$ cat src/rtl/sd_pattern_moore.sv
// sd_pattern_moore: Moore serial pattern detector with overlap mode,
// sample enable and optional saturating match counter (SD_MATCH_CNT_EN).
// Ports: clk, reset (sync, active-low), en, in, overlap, cnt_clr ->
//   out (registered match), match_cnt, cnt_sat.
module sd_pattern_moore #(
  parameter int                 PAT_LEN = 4,
  parameter logic [PAT_LEN-1:0] PATTERN = 4'b1001,
  parameter int                 CNT_W   = 8
) (
  input  logic             clk,
  input  logic             reset,
  input  logic             en,
  input  logic             in,
  input  logic             overlap,
  input  logic             cnt_clr,
  output logic             out,
  output logic [CNT_W-1:0] match_cnt,
  output logic             cnt_sat
);

  localparam int FW = $clog2(PAT_LEN + 1);
  localparam logic [FW-1:0] FULL = FW'(PAT_LEN);

  logic [PAT_LEN-1:0] hist_q, hist_d;
  logic [FW-1:0]      fill_q, fill_d;
  logic               match_q, match_d;

  // Next detection state; match_d is the flag the next state will carry,
  // so out can be a flop rather than a comparator on the output.
  always_comb begin
    hist_d  = hist_q;
    fill_d  = fill_q;
    if (en) begin
      hist_d = {hist_q[PAT_LEN-2:0], in};
      if (match_q && !overlap) begin
        // completed match bits are consumed; only the new bit counts
        fill_d = FW'(1);
      end else if (fill_q == FULL) begin
        fill_d = fill_q;
      end else begin
        fill_d = fill_q + FW'(1);
      end
    end
    match_d = (fill_d == FULL) && (hist_d == PATTERN);
  end

  always_ff @(posedge clk) begin
    if (!reset) begin
      hist_q  <= '0;
      fill_q  <= '0;
      match_q <= 1'b0;
    end else begin
      hist_q  <= hist_d;
      fill_q  <= fill_d;
      match_q <= match_d;
    end
  end

  assign out = match_q;

`ifdef SD_MATCH_CNT_EN
  localparam logic [CNT_W-1:0] CNT_MAX = {CNT_W{1'b1}};

  logic [CNT_W-1:0] cnt_q, cnt_d;
  logic             sat_q, sat_d;

  // Clear wins over increment; increment only on an enabled edge
  // that lands in a matching state, and never past all-ones.
  always_comb begin
    cnt_d = cnt_q;
    if (cnt_clr) begin
      cnt_d = '0;
    end else if (en && match_d && (cnt_q != CNT_MAX)) begin
      cnt_d = cnt_q + CNT_W'(1);
    end
    sat_d = (cnt_d == CNT_MAX);
  end

  always_ff @(posedge clk) begin
    if (!reset) begin
      cnt_q <= '0;
      sat_q <= 1'b0;
    end else begin
      cnt_q <= cnt_d;
      sat_q <= sat_d;
    end
  end

  assign match_cnt = cnt_q;
  assign cnt_sat   = sat_q;
`else
  logic unused_cnt_clr;
  assign unused_cnt_clr = cnt_clr;
  assign match_cnt      = '0;
  assign cnt_sat        = 1'b0;
`endif

endmodule

$ cat config.mk
export PLATFORM = sky130hd
export DESIGN_NAME = sd_pattern_moore
export DESIGN_NICKNAME = d
export VERILOG_FILES = /design/src/rtl/sd_pattern_moore.sv
export SDC_FILE = /design/constraint.sdc
export NUM_CORES = 1
export LEC_CHECK = 0
export ABC_AREA = 1
export BUFFER_PORTS_ARGS = -buffer_cell sky130_fd_sc_hd__buf_2
export CORE_MARGIN = 4
export CORE_UTILIZATION = 30
export CTS_CLUSTER_SIZE = 16
export DETAILED_ROUTE_END_ITERATION = 12
export GPL_TIMING_DRIVEN = 0
export HOLD_SLACK_MARGIN = 0.02
export PLACE_DENSITY = 0.52
export SYNTH_ARGS = -nofsm -noshare
export SYNTH_HDL_FRONTEND = slang
export SYNTH_SLANG_ARGS = --single-unit
$ cat constraint.sdc
create_clock -name clk -period 2.5 [get_ports clk]
set_input_delay 0.5 -clock clk [delete_from_list [all_inputs] [get_ports clk]]
set_output_delay 0.5 -clock clk [all_outputs]
set_load 0.02 [all_outputs]
==> impl_metrics.toml, run 1 <==
[synthesis]
share_of_yosys_cell_area_claimed_by_the_top_area_cell_type_pct = 34.13
synth_cell_types = 14
netlist.top_cell.by_area = "dfxtp_1"
synth-seq-area-share_pct = 34.13
synth.area.top_cells = "dfxtp_1 (34%), nand2_1 (15%), buf_4 (14%)"
yosysWarningCount = 0
synth.avg_cell_area_um2 = 6.800
netlist_instances = 69
synth.cell_area_um2 = 469.2
synth-seq-cells = 8

[clock_tree]
clockRootBuffer = "clkbuf_4"
post_cts_resized = 0
ctsHtreeMaxLevel = 1
cts_tree = "built"
postCtsSetupBuffers = 0
clk_path_buf_depth = 2
clock-sinks = 8
clk-insertion-delay-late_ns = 0.25
ctsHoldBuffers = 0
clk_pin_slew_worst_paths_ns = 0.05
cts_made_buffers = 3

[floorplanning]
die_area_mm2 = 0.002261
std_cell_rows = 14
die_span_in_y_um = 47.55
io-pin-count = 16
design.core.area_mm2 = 0.001489
fp.dieW_um = 47.55
starting_density_of_the_core_pct = 31.51

[setup_path]
worst_ep_required_time_ns = 2.00
critical_path.startpoint_type = "flop"
critical_path.cell_chain = "buf_2"
rr_worst_depth = 7
critical_path.endpoint_type = "output port"
cpPeakStageDelay_ns = 0.32
worst_ep_arrival_time_ns = 0.73
timing.critical_path.depth = 1
critPathMaxFanout = 2
worst-path-buf-inv = 1
worst-setup-path-type = "reg -> out"
timing.critical_path.slowest_stage_cell = "dfxtp_1"
critical-path-top-delay-family = "flip-flops"

[global_routing]
gr-total-overflow = 0
grt_first_pass_wirelength_um = 1173
via_count_of_the_first_global_routing_pass = 297
antenna_found_initial = 0
maximum_number_of_pins_on_one_net_before_global_route_repair = 11
groute.usage.overall_pct = 8.321

[sta]
rsz0062_at_grt = "no"
top_achievable_clock_speed_ghz = 0.8157
final-max-slew-violation-count = 0
clock-skew-final_ns = 0.003779
post-route-worst-setup-slack_ns = 1.274
timing.final.crit_share_pct = 49.04
timing.setup.tns_ns = 0
final_count_of_hold_timing_violations = 0
period_needed_ns = 1.226
report.final.setup_viol = 0

[hold_path]
hold_path_depth = 2
hold_class = "reg -> reg"

[placed_design]
place_hpwl_um = 634.2
buffer_ports.inserted = 5
gp_congestion = 0.6472
dp_slack_ns = 1.225

[cells_and_area]
finish.net_count = 95
drive_above_1_share_pct = 24.71
layout.core_utilization_pct = 38.07
antenna_diodes = 0
synthToLayoutAreaGrowth_pct = 20.80

[route]
drt-pass1-iter-count = 3
postRouteWirelength_um = 741
drtIter0Drc = 1
route.detailed.vias_per_inst = 3.861
final_antenna_net_count = 0
detailroute.via_count = 390
routedWlPerCell_um = 7.337
remaining_drc_errors = 0

[status]
outcome = "complete, no violations"

[power]
static-leakage-power_uw = 0.0003205
power-per-cell-area_mw_per_mm2 = 508.2
irDropWorstVdd_v = 0.0002547

[run]
max_cap_viol_count = 0
-- cells by family after synthesis --
| group | after synthesis | synth area share, % |
|---|---|---|
| and+or+nand+nor | 33 | 29.60 |
| buffers and inverters | 20 | 24.80 |
| DFF | 8 | 34.13 |
| AOI/OAI and AO/OA | 5 | 5.332 |
| adders and majority gates | 2 | 5.332 |
| other | 1 | 0.7992 |
-- report_power, final --
| group | total, uW | switching [uW] | internal (uW) |
|---|---|---|---|
| Combinational | 56.7 | 33.7 | 23.0 |
| Clock | 95.1 | 40.4 | 54.7 |
| Sequential | 136 | 2.48 | 134 |
| Total | 288 | 76.6 | 211 |
-- metrics by stage --
step / cell area [um2] / cells / hold slack [ns] / power, uW
final: 566.8 / 101 / 0.4669 / 288.1
after global routing: 566.8 / 101 / 0.4910 / 311.6
after CTS: 566.8 / 101 / 0.4736 / 295.9
after detailed placement: 544.3 / 98 / 0.4665 / 195.7
after global placement: 544.3 / 98 / 0.4613 / 195.1
after floorplan: 499.2 / 77 / 0.4462 / 186.7
-- sequential cells by signal, indices dropped and copies added, names as in the netlist --
register / count
out: 1
hist_q: 4
fill_q: 3
-- cells in the final DEF (no fill, tap or decap) --
| cell | count |
|---|---|
| inv_1 | 10 |
| buf_2 | 5 |
| o21ai_0 | 1 |
| ha_1 | 2 |
| a21oi_1 | 4 |
| nand2_1 | 19 |
| nor2_2 | 2 |
| nor2_1 | 7 |
| buf_6 | 1 |
| buf_4 | 9 |
| conb_1 | 9 |
| clkbuf_4 | 3 |
| nor3b_1 | 1 |
| nand3_1 | 3 |
| dfxtp_1 | 8 |
| nand2_2 | 1 |
-- synth_stat cells --
cell type / instances
o21ai_0: 1
dfxtp_1: 8
nand3_1: 3
ha_1: 2
nand2_1: 19
nor2_1: 7
nor3b_1: 1
a21oi_1: 4
inv_1: 10
nand2_2: 1
buf_4: 9
conb_1: 1
nor2_2: 2
buf_6: 1
-- layer usage --
layer	wire length [um]	vias to the layer above	track usage, %
met5	0	-	0
li1	-	222	-
met4	12	0	4.839
met2	288	14	10.16
met1	326	152	9.910
met3	113	2	6.767
-- path summary, 6_finish.rpt --
check | from | endpoint | slack [ns]
worst min register to register | hist_q[3]$_SDFF_PN0_ | hist_q[3]$_SDFF_PN0_ | 0.47
worst max register to register | fill_q[0]$_SDFF_PN0_ | out$_SDFF_PN0_ | 1.39
worst max-delay path | out$_SDFF_PN0_ | out | 1.27
worst min-delay path | hist_q[3]$_SDFF_PN0_ | hist_q[3]$_SDFF_PN0_ | 0.47
-- final cells by class --
cell class,count,area [um2]
clock buffer,3,22.52
tap,16,20.02
timing repair buffer,5,25.02
buffer,10,78.83
sequential,8,160.2
multi-input combinational,49,222.7
fill,172,922.1
inverter,10,37.54
No activity file was read; power rests on OpenSTA's default activity.
==> run 2, diff against run 1 <==
Settings changed: ABC_AREA 1 to 0.
Clock period 2.5 ns to 1.15 ns, I/O delays scaled along.
==> run 2 against run 1 <==
- the flow now finishes with violations (negative setup slack)
- routed wire length increased by 8.5%
- hold slack got worse by 0.20 ns
- global-route usage decreased by 0.21 points
- clock skew decreased by 0.0019 ns
- combinational power increased by 140%
- total power increased by 120%
- cell count decreased by 16%
- critical path type is now reg -> reg
- largest power group unchanged
- highest routed layer unchanged
==> impl_metrics.toml, run 2 <==
[clock_tree]
clk_pin_slew_worst_paths_ns = 0.05
clk_path_buf_depth = 2
clock-sinks = 8
ctsHoldBuffers = 0
clockRootBuffer = "clkbuf_4"
clk-insertion-delay-late_ns = 0.25
cts_tree = "built"
cts_made_buffers = 3
ctsHtreeMaxLevel = 1

[floorplanning]
die_area_mm2 = 0.002301
starting_density_of_the_core_pct = 31.81
fp.dieW_um = 47.97
die_span_in_y_um = 47.97
design.core.area_mm2 = 0.001506
std_cell_rows = 14
io-pin-count = 16

[cells_and_area]
drive_above_1_share_pct = 49.28
final_common_cell = "buf_4"
commonest_cells_after_routing_fill_and_taps_aside = "buf_4 (11), conb_1 (9), nor2b_1 (5), dfxtp_1 (5), buf_2 (5)"
register_with_the_most_flip_flops = "hist_q"
largest_register_ff_count = 4
antenna_diodes = 0
stdcell_count = 85
synthToLayoutAreaGrowth_pct = 31.07
finish.net_count = 79
num-fill-cells = 162
layout.core_utilization_pct = 41.69

[placed_design]
buffer_ports.inserted = 5
place_hpwl_um = 585
gp_congestion = 0.6605
place.detailed.instances = 80

[route]
route.detailed.vias_per_inst = 4.259
wl_met3_um = 75
met2_wirelength_um = 380
sum_of_routed_wire_segments_on_met1_um = 340
routedWlPerCell_um = 9.459
drt-pass1-iter-count = 4
drtIter0Drc = 6
final_antenna_net_count = 0
postRouteWirelength_um = 804
maxUsedRoutingLayer = "met4"
detailroute.via_count = 362
remaining_drc_errors = 0

[power]
power-per-cell-area_mw_per_mm2 = 1024
static-leakage-power_uw = 0.0002879
irDropWorstVdd_v = 0.0006096

[synthesis]
synth_enable_flop_cells = 0
ys.flop_type = "dfxtp_1"
yosysWarningCount = 0
synth.cell_area_um2 = 479.2
synth_cell_types = 22
synth.area.top_cells = "dfxtp_1 (33%), buf_4 (14%), mux2i_1 (8.4%)"
synth-seq-area-share_pct = 33.42
share_of_yosys_cell_area_claimed_by_the_top_area_cell_type_pct = 33.42
synth.avg_cell_area_um2 = 9.396
netlist_top_cells_count = "buf_4 (9), dfxtp_1 (8), nor2b_1 (5)"
netlist.top_cell.by_area = "dfxtp_1"
synth-seq-cells = 8
synth-async-reset-ratio_pct = 0
synth_most_common_cell = "buf_4"
netlist_instances = 51

[sta]
timing.setup.tns_ns = -0.01074
timing.final.crit_share_pct = 100.9
post-route-worst-setup-slack_ns = -0.01074
final-max-slew-violation-count = 0
report.final.setup_viol = 1
rsz0062_at_grt = "yes"
final_count_of_hold_timing_violations = 0
top_achievable_clock_speed_ghz = 0.8615
finalHoldWorstSlack_ns = 0.2621
period_needed_ns = 1.161
clock-skew-final_ns = 0.001924

[status]
outcome = "complete, but fails checks"
violations = "negative setup slack"

[setup_path]
critPathMaxFanout = 3
worst-setup-path-type = "reg -> reg"
worst_ep_required_time_ns = 1.34
critical_path.endpoint_type = "flop"
critical_path.startpoint_type = "flop"
worst_ep_arrival_time_ns = 1.35

[global_routing]
grt_first_pass_wirelength_um = 1221
groute.usage.overall_pct = 8.106
gr-total-overflow = 0
maximum_number_of_pins_on_one_net_before_global_route_repair = 11
via_count_of_the_first_global_routing_pass = 302
antenna_found_initial = 0

[run]
max_cap_viol_count = 0

[hold_path]
hold_class = "in -> reg"
run 2: cell types whose count changed after synthesis, moves of 4 or more:
cell / previous run / this run
nand2_1: 19 / 1
inv_1: 10 / 4
mux2i_1: 0 / 4
nor2b_1: 0 / 5
nor2_1: 7 / 0
run 2: through the flow:
stage                     power (uW)  worst slack [ns]  cell area, um2
final                          643.2          -0.01074           628.1
after global routing           684.6          -0.06413           628.1
after CTS                      649.1          -0.01016           618.1
after detailed placement       418.9          -0.06720           560.5
after global placement         419.0          -0.07462           560.5
after floorplan                397.8          0.004104           515.5
run 2: cell families (layout without fill, tap and decap cells):
family | count (synthesis) | after routing | share of synthesized area, %
other | 1 | 9 | 0.7825
and+or+nand+nor | 16 | 16 | 24.81
muxes | 4 | 4 | 8.355
adders and majority gates | 2 | 2 | 5.221
buffers and inverters | 14 | 24 | 19.58
AOI/OAI and AO/OA | 6 | 6 | 7.832
DFF | 8 | 8 | 33.42
run 2: worst paths after layout:
check / cells after the start / slack [ns] / end / from
worst max-delay path: 5 / -0.01 / out$_SDFF_PN0_ / fill_q[0]$_SDFF_PN0_
worst min-delay path: 3 / 0.26 / hist_q[0]$_SDFF_PN0_ / in
worst max register to register: 5 / -0.01 / out$_SDFF_PN0_ / fill_q[0]$_SDFF_PN0_
worst min register to register: 2 / 0.53 / hist_q[3]$_SDFF_PN0_ / hist_q[3]$_SDFF_PN0_
run 2: timing repair:
action,in CTS,in global routing
setup endpoints to repair,1,2
setup buffers,2,0
gates resized for setup,5,3
pin swaps,4,2
run 2: cell type report:
cell class	instances	area (um2)	area share [%]
repair buffers	7	40.04	6.375
inverters	4	15.01	2.390
plain buffers	10	78.83	12.55
clock buffers	3	22.52	3.586
flip-flops and latches	8	163.9	26.10
well taps	16	20.02	3.187
multi-input cells	37	287.8	45.82
run 2: power breakdown:
part	leakage (uW)	internal, uW	total, uW	switching (uW)
Combinational	0.000208	69.3	138	68.7
Clock	0.0000138	119	206	87.5
Sequential	0.0000664	289	299	9.33
Total	0.000288	478	643	166
run 2: routing by layer:
metal	vias up	GRT usage [%]
li1	189	-
met1	159	8.686
met2	12	12.40
met3	2	5.639
met4	0	3.226
met5	-	0
run 2: critical path, cell delays in order, from the launching register on:
cell and delay (ns):
dfxtp_2 0.35, inv_2 0.05, ha_4 0.22, and3_4 0.16, a21oi_2 0.12, and4b_1 0.20
==> run 3, diff against run 2 <==
Settings changed: SETUP_SLACK_MARGIN set to 0.15, SLEW_MARGIN set to 20.
==> run 3 against run 2 <==
- the run still ends with negative setup slack left
- non-clock buffer count stayed put
- sequential share of layout area grew 0.17 points
- clock power about the same
- flip-flop and latch count unchanged
- via count fell by 1.1%
- utilization increased by 1.0 points
==> impl_metrics.toml, run 3 (synthesis results as in run 2) <==
[status]
outcome = "complete, but fails checks"
violations = "negative setup slack"

[clock_tree]
clk_path_buf_depth = 2
clk_pin_slew_worst_paths_ns = 0.05
cts_made_buffers = 3
clk-insertion-delay-late_ns = 0.25
clock-sinks = 8
ctsHoldBuffers = 0
cts_tree = "built"
ctsHtreeMaxLevel = 1
clockRootBuffer = "clkbuf_4"

[floorplanning]
design.core.area_mm2 = 0.001506
die_span_in_y_um = 47.97
fp.dieW_um = 47.97
io-pin-count = 16
starting_density_of_the_core_pct = 31.81
std_cell_rows = 14
die_area_mm2 = 0.002301

[cells_and_area]
register_with_the_most_flip_flops = "hist_q"
largest_register_ff_count = 4
antenna_diodes = 0
synthToLayoutAreaGrowth_pct = 34.20
finish.net_count = 79
commonest_cells_after_routing_fill_and_taps_aside = "buf_4 (11), conb_1 (9), nor2b_1 (5), dfxtp_1 (5), buf_2 (5)"
final_common_cell = "buf_4"
num-fill-cells = 155
drive_above_1_share_pct = 47.83

[sta]
report.final.setup_viol = 1
finalHoldWorstSlack_ns = 0.2662
period_needed_ns = 1.179
rsz0062_at_grt = "yes"
top_achievable_clock_speed_ghz = 0.8483
clock-skew-final_ns = 0.001503
timing.final.crit_share_pct = 102.5
final_count_of_hold_timing_violations = 0
post-route-worst-setup-slack_ns = -0.02888
final-max-slew-violation-count = 0

[setup_path]
timing.critical_path.slowest_stage_cell = "dfxtp_4"
worst-setup-path-type = "reg -> reg"
worst_ep_arrival_time_ns = 1.32
cpPeakStageDelay_ns = 0.38
critical_path.startpoint_type = "flop"
critPathMaxFanout = 3
critical_path.endpoint_type = "flop"
critical_path.cell_chain = "inv_4, ha_4, nand4b_1, and3_4, and4b_1"
worst_ep_required_time_ns = 1.29

[run]
max_cap_viol_count = 0

[global_routing]
via_count_of_the_first_global_routing_pass = 293
gr-total-overflow = 0
antenna_found_initial = 0
maximum_number_of_pins_on_one_net_before_global_route_repair = 11
grt_first_pass_wirelength_um = 1159
groute.usage.overall_pct = 7.582

[hold_path]
hold_class = "in -> reg"

[power]
static-leakage-power_uw = 0.0002910
totalPowerFinal_uw = 650.0
power-per-cell-area_mw_per_mm2 = 1011
irDropWorstVdd_v = 0.0006040

[placed_design]
gp_congestion = 0.6593
buffer_ports.inserted = 5
place_hpwl_um = 586.8

[route]
final_antenna_net_count = 0
drt-pass1-iter-count = 4
remaining_drc_errors = 0
drtIter0Drc = 9
routedWlPerCell_um = 9.353
detailroute.via_count = 358
postRouteWirelength_um = 795
route.detailed.vias_per_inst = 4.212
==> run 3: critical path, delay by kind of cell (launching register included) <==
kind / cells / cell delay [ns]
adders and majority gates: 1 / 0.15
DFF: 1 / 0.38
and+or+nand+nor: 3 / 0.51
buffers and inverters: 1 / 0.04
==> run 3: metrics by stage <==
| step | utilization, % | setup TNS (ns) | setup slack, ns | instance area [um2] | std cells |
|---|---|---|---|---|---|
| 6_report | 42.69 | -0.02888 | -0.02888 | 643.1 | 85 |
| 5_1_grt | 42.69 | -0.06590 | -0.06590 | 643.1 | 85 |
| 4_1_cts | 41.36 | -0.007528 | -0.007528 | 623.1 | 85 |
| 3_5_place_dp | 38.46 | -0.05336 | -0.05336 | 579.3 | 80 |
| 3_3_place_gp | 38.46 | -0.05511 | -0.05511 | 579.3 | 80 |
| 2_1_floorplan | - | 0 | 0.04010 | 534.3 | 59 |
==> run 3: layout make-up <==
class	instances	area, um2	share of cell area (%)
inverters	4	20.02	3.113
clock buffers	3	22.52	3.502
multi-input cells	37	292.8	45.53
well taps	16	20.02	3.113
repair buffers	7	40.04	6.226
flip-flops and latches	8	168.9	26.26
plain buffers	10	78.83	12.26
==> run 3: final timing paths <==
check | from | endpoint | slack, ns | depth (start not counted)
max | fill_q[1]$_SDFF_PN0_ | out$_SDFF_PN0_ | -0.03 | 5
min | reset | fill_q[0]$_SDFF_PN0_ | 0.27 | 2
max reg2reg | fill_q[1]$_SDFF_PN0_ | out$_SDFF_PN0_ | -0.03 | 5
min reg2reg | hist_q[3]$_SDFF_PN0_ | hist_q[3]$_SDFF_PN0_ | 0.52 | 2
==> run 3: metal layers <==
metal,wire length [um],GRT usage [%],vias to the layer above
met5,0,0,-
met4,0,1.613,0
met1,364,9.152,153
met3,86,6.015,0
li1,-,-,191
met2,344,10.55,14
==> run 3: repair_timing <==
| action | 4_1_cts | 5_1_grt |
|---|---|---|
| buffers inserted | 2 | 0 |
| setup endpoints to repair | 4 | 4 |
| cloned | 0 | 0 |
| pin swaps | 1 | 0 |
| gates resized for setup | 2 | 5 |
==> run 3: power breakdown <==
| group | leakage [uW] | total, uW | internal (uW) | switching (uW) |
|---|---|---|---|---|
| logic | 0.000210 | 139 | 71.0 | 67.6 |
| registers | 0.0000670 | 302 | 288 | 14.4 |
| clock network | 0.0000138 | 209 | 119 | 90.3 |
| total | 0.000291 | 650 | 478 | 172 |
